`src/rtl/fifo_wr_arbiter.sv`:
```
// Round-robin arbiter for the single write port of a downstream FIFO; tracks occupancy itself.
// Optional FIFO_ARB_ALMOST_FULL_EN adds almost_full and reserves the headroom above AF_LEVEL for requester 0.
module fifo_wr_arbiter #(
    parameter int NREQ     = 4,
    parameter int DW       = 8,
    parameter int DEPTH    = 16,
    parameter int AF_LEVEL = 12
) (
    input  logic                       clk,
    input  logic                       rst,
    input  logic [NREQ-1:0]            req,
    input  logic [NREQ*DW-1:0]         req_data,
    input  logic                       fifo_r_en,
    output logic [NREQ-1:0]            gnt,
    output logic                       fifo_w_en,
    output logic [DW-1:0]              fifo_d_in,
    output logic [$clog2(DEPTH):0]     count,
    output logic                       full,
    output logic                       empty,
`ifdef FIFO_ARB_ALMOST_FULL_EN
    output logic                       almost_full,
`endif
    output logic                       o_dbg_state
);

    localparam int PW = (NREQ > 1) ? $clog2(NREQ) : 1;
    localparam int CW = $clog2(DEPTH) + 1;
    localparam logic [CW-1:0] DEPTH_C = CW'(DEPTH);
`ifdef FIFO_ARB_ALMOST_FULL_EN
    localparam logic [CW-1:0] AF_C = CW'(AF_LEVEL);
`endif

    typedef enum logic {IDLE = 1'b0, GRANT = 1'b1} state_t;

    state_t          r_state;
    state_t          w_state_next;
    logic [PW-1:0]   r_ptr;
    logic [CW-1:0]   r_count;
    logic [NREQ-1:0] r_gnt;
    logic [DW-1:0]   r_d_in;
    logic [NREQ-1:0] w_elig;
    logic            w_found;
    logic [PW-1:0]   w_win;
    logic            w_rd;

    // Eligibility is judged on the registered count only; a same-cycle read never frees a slot early.
    always_comb begin
        w_elig = '0;
        for (int i = 0; i < NREQ; i++) begin
            w_elig[i] = req[i] && (r_count < DEPTH_C);
`ifdef FIFO_ARB_ALMOST_FULL_EN
            if (i != 0) w_elig[i] = req[i] && (r_count < AF_C);
`endif
        end
    end

    always_comb begin
        w_found = 1'b0;
        w_win   = '0;
        for (int off = 0; off < NREQ; off++) begin
            int idx;
            idx = int'(r_ptr) + off;
            if (idx >= NREQ) idx = idx - NREQ;
            if (!w_found && w_elig[PW'(idx)]) begin
                w_found = 1'b1;
                w_win   = PW'(idx);
            end
        end
    end

    assign w_rd = fifo_r_en && (r_count != '0);

    always_comb begin
        w_state_next = IDLE;
        if (w_found) w_state_next = GRANT;
    end

    always_ff @(posedge clk or posedge rst) begin
        if (rst) r_state <= IDLE;
        else     r_state <= w_state_next;
    end

    always_ff @(posedge clk or posedge rst) begin
        if (rst) begin
            r_gnt   <= '0;
            r_d_in  <= '0;
            r_ptr   <= '0;
            r_count <= '0;
        end else begin
            r_gnt <= '0;
            if (w_found) begin
                r_gnt[w_win] <= 1'b1;
                r_d_in       <= req_data[int'(w_win)*DW +: DW];
                r_ptr        <= (w_win == PW'(NREQ-1)) ? '0 : w_win + 1'b1;
            end
            case ({w_found, w_rd})
                2'b10:   r_count <= r_count + 1'b1;
                2'b01:   r_count <= r_count - 1'b1;
                default: r_count <= r_count;
            endcase
        end
    end

    assign gnt         = r_gnt;
    assign fifo_w_en   = (r_state == GRANT);
    assign fifo_d_in   = r_d_in;
    assign count       = r_count;
    assign full        = (r_count == DEPTH_C);
    assign empty       = (r_count == '0);
    assign o_dbg_state = r_state;
`ifdef FIFO_ARB_ALMOST_FULL_EN
    assign almost_full = (r_count >= AF_C);
`endif

endmodule

```
`config.mk`:
```
export PLATFORM = sky130hd
export DESIGN_NAME = fifo_wr_arbiter
export DESIGN_NICKNAME = d
export VERILOG_FILES = /design/src/rtl/fifo_wr_arbiter.sv
export SDC_FILE = /design/constraint.sdc
export NUM_CORES = 1
export LEC_CHECK = 0
export ABC_AREA = 1
export ABC_CLOCK_PERIOD_IN_PS = 3200
export BUFFER_PORTS_ARGS = -buffer_cell sky130_fd_sc_hd__buf_4
export CORE_MARGIN = 1.5
export CORE_UTILIZATION = 50
export CTS_CLUSTER_DIAMETER = 40
export DETAILED_ROUTE_END_ITERATION = 7
export GPL_ROUTABILITY_DRIVEN = 1
export PLACE_DENSITY = 0.78
export SYNTH_ARGS = -nofsm -noshare
export SYNTH_HDL_FRONTEND = slang
export SYNTH_SLANG_ARGS = --single-unit
```
`constraint.sdc`:
```
create_clock -name clk -period 3.2 [get_ports clk]
set_input_delay 0.16 -clock clk [delete_from_list [all_inputs] [get_ports clk]]
set_output_delay 0.16 -clock clk [all_outputs]
set_load 0.02 [all_outputs]
```
==> key figures <==
Run status
  – Status: finished, final reports clean

Worst setup path
  – Critical path's top delay family: simple AND/OR/NAND/NOR gates
  – Worst r2r src: r_ptr[0]$_DFFE_PP0P_
  – Worst setup path endpoint: count[4]$_DFFE_PP0P_
  – Critical-path cell list: inv_4 > nand2_1 > nand2_2 > nand3_1 > nand2_1 > nand4_4 > inv_2 > ha_1 > nand2_1 > inv_1 > nor2_1 > ha_1 > a21oi_1 > nor2_1 > a32oi_1 > nor2_1 > nor2_1 > xor2_1
  – Largest stage delay on the critical path: 0.51 ns
  – Worst EP required: 3.43 ns
  – Setup crit start: r_ptr[0]$_DFFE_PP0P_
  – CP bufs+invs: 3
  – Crit-path slowest cell: dfrtp_2
  – Reg2reg setup slack: 0.37 ns
  – Worst path arrival time: 3.07 ns
  – Crit. path cell count: 18
  – Worst Setup Path Type: flop to flop
  – Crit path capture type: flop
  – Critical Path Source Type: flop
  – R2R Path End: count[4]$_DFFE_PP0P_
  – R2r worst-path depth: 18
  – Crit path top cell by count: nor2_1
  – Crit-path max FO: 14

Timing
  – Hold Vio Cnt, Final: 0
  – Setup violators final: 0
  – Setup TNS: 0 ns
  – Relative slew margins: 51.0%
  – Slew @ Worst Pin: 0.734 ns
  – Final slew viol count: 0
  – Min cycle time layout: 2.83 ns
  – Skew final: 0.00553 ns
  – Hold_ws: 0.246 ns
  – RSZ-0062 raised after global routing: no
  – F_max: 353 MHz
  – Final worst setup slack: 0.368 ns
  – Period utilization: 88.5%

GRT
  – Number of antenna violations at the first check in global routing: 0
  – All-Layer GR Usage: 22.5%
  – Largest net degree at the start of global routing: 29
  – Vias in the first global route: 1,599
  – GR Overflow Total: 0
  – First-pass GRT wire length: 6.64 mm

Power
  – Pwr Density: 1220 nW/µm²
  – Int Power: 1.19 mW
  – Max VDD drop: 0.515 mV
  – NetSw: 1.52 mW
  – Switching share of power: 55.9%
  – Clock power frac: 5.4%
  – Combinational power share: 75.3%
  – Leakage: 1.31 nW
  – Sequential share of power: 19.2%

Floorplan
  – # IOs: 60
  – Initial core utilization: 51.8%
  – Placement Rows: 21
  – Die height: 61.8 µm
  – CORE AREA: 3340 µm²
  – Die width: 61.8 µm
  – Full die area: 3820 µm²

Final layout
  – Layout cell share with drive strength beyond 1: 28.9%
  – Antenna cells: 0
  – Final Core Density: 66.4%
  – Synth-to-Final Area Change: 28.2%
  – NumNets Final: 358

Clock tree
  – Worst skew pair latency: 0.30 ns
  – Number of setup buffers added after CTS: 0
  – Clk sink count: 20
  – Clk pin slew, worst setup/hold paths: 0.11 ns
  – CTS Buf Count: 3
  – CTS tree: built
  – Htree depth: 1
  – CTS max path bufs: 2
  – Root Buffer: clkbuf_4

Synthesis
  – Adder-Cell Fraction of Synth Area: 5.07%
  – Main combinational cell family by area after synthesis: simple AND/OR/NAND/NOR gates
  – Mux share of post-synthesis cell area: 0%
  – Complex-gate fraction of the synthesized area: 3.11%
  – Synth Area in Simple Gates: 46.3%
  – Synth Instances: 255
  – Cell area after synthesis: 1730 µm²
  – Yosys cell types: 29
  – Syn. warnings: 0
  – Synth Area per Inst: 6.78 µm²
  – Sequential area share after synthesis: 29.0%
  – Syn Nets: 301
  – Register bit total from synthesis: 20
  – XOR/XNOR share of the synthesized area: 1.52%

Placement
  – DP HPWL: 3.12 mm
  – I/O Buffers: 59
  – Routability cong.: 0.983
  – Pre-CTS WS: 0.349 ns

Detailed routing
  – 1st-pass router iterations: 5
  – Vias/cell: 4.98
  – Via count: 1,777
  – Wirelength per Cell: 11.5 µm
  – Final WL: 4.10 mm
  – Post-DRT Antenna Nets: 0
  – Met3 routed WL: 162 µm
  – WL met2: 2.17 mm
  – First DRT Iteration DRCs: 119
  – Remaining DRCs: 0
  – Met1 wire length: 1.77 mm
  – DR top layer: met3

Run
  – Max-cap violations: 0

Hold path
  – Worst Hold Class: input pin to flop
worst min path at each step:
stage	startpoint	end	slack [ns]	cells past startpoint
floorplan	rst	count[0]$_DFFE_PP0P_	0.12	1
global placement	rst	count[2]$_DFFE_PP0P_	0.34	2
detailed placement	rst	count[2]$_DFFE_PP0P_	0.33	2
CTS	req_data[16]	fifo_d_in[0]$_DFFE_PP0P_	0.24	7
global route	req_data[16]	fifo_d_in[0]$_DFFE_PP0P_	0.27	7
finish	req_data[21]	fifo_d_in[5]$_DFFE_PP0P_	0.25	7
flip-flops by register name (all words and copies together), names as in the netlist:
signal	flops
fifo_w_en	1
fifo_d_in	8
count	5
gnt	4
r_ptr	2
worst reg2reg max path: stages, from the launching register on:
cell and delay (ns):
dfrtp_2 0.51, inv_4 0.14, nand2_1 0.07, nand2_2 0.09, nand3_1 0.07, nand2_1 0.11, nand4_4 0.10, inv_2 0.20
ha_1 0.29, nand2_1 0.08, inv_1 0.08, nor2_1 0.06, ha_1 0.17, a21oi_1 0.15, nor2_1 0.09, a32oi_1 0.20
nor2_1 0.07, nor2_1 0.12, xor2_1 0.16
Yosys cell counts:
cell	number	share of area, %
buf_6	3	2.0
o22ai_1	1	0.36
a32oi_1	1	0.51
nand3b_1	1	0.43
a21oi_1	2	0.58
xor2_1	1	0.51
nand2_4	3	2.0
o21ai_2	1	0.51
o21ai_0	3	0.87
or3_1	1	0.36
nand3_4	2	2.0
nor2_1	12	2.6
o21ai_1	1	0.29
nor3_2	1	0.58
nand3_2	6	3.5
buf_4	2	0.87
nand4_1	16	5.8
nand3_1	27	7.8
buf_2	4	1.2
inv_2	4	0.87
dfrtp_1	20	29
nand4_4	1	1.2
nand2_2	5	1.8
nor2_4	1	0.65
inv_1	45	9.8
inv_4	1	0.36
ha_1	7	5.1
xnor2_1	2	1.0
nand2_1	81	18
power by group through the flow:
stage               Sequential [mW]  Combinational [mW]  Clock, mW
finish                        0.522                2.04      0.148
global route                  0.538                2.30      0.160
CTS                           0.518                2.06      0.150
detailed placement            0.520                2.06          0
global placement              0.520                2.01          0
floorplan                     0.619                1.48          0
logic make-up after synthesis:
logic type,after synthesis
and+or+nand+nor,157
xor gates and xnor gates,3
DFF,20
adders and majority gates,7
buffers and inverters,59
AOI/OAI and AO/OA,9
stage by stage:
step                      power (mW)  std cells  cell area, µm²
after global placement          2.53        352            2170
after global routing            3.00        357            2210
after detailed placement        2.58        352            2170
final                           2.71        357            2210
after floorplan                 2.10        255            1730
after CTS                       2.73        357            2210
cell type report:
class	count	area, µm²
Sequential cell	20	502
Inverter	50	190
Clock buffer	4	36.3
Timing Repair Buffer	61	460
Multi-Input combinational cell	176	968
Tap cell	46	57.6
Fill cell	322	1120
placed cells by master (no fill, tap or decap), types with 2 or more instances in the layout:
cell      synthesis  layout
clkbuf_4          0       3
dfrtp_1          20      19
nand3_2           6       6
nand3_1          27      27
nand2_4           3       3
buf_4             2      60
nand4_1          16      16
inv_1            45      45
o21ai_0           3       3
a21oi_1           2       2
nand2_1          81      81
xnor2_1           2       2
nand3_4           2       2
inv_2             4       4
nor2_1           12      12
ha_1              7       7
nand2_2           5       5
per-layer routing:
| layer | GRT usage (%) | vias to the layer above |
|---|---|---|
| li1 | - | 912 |
| met1 | 28.5 | 808 |
| met2 | 42.1 | 57 |
| met3 | 3.11 | 0 |
| met4 | 1.82 | 0 |
| met5 | 0 | - |
repair_timing:
action	CTS	global route
resized for setup	0	1
hold buffers	1	0
hold endpoints to repair	20	0
setup endpoints to repair	0	1
Power figures use the tool's default switching activity.
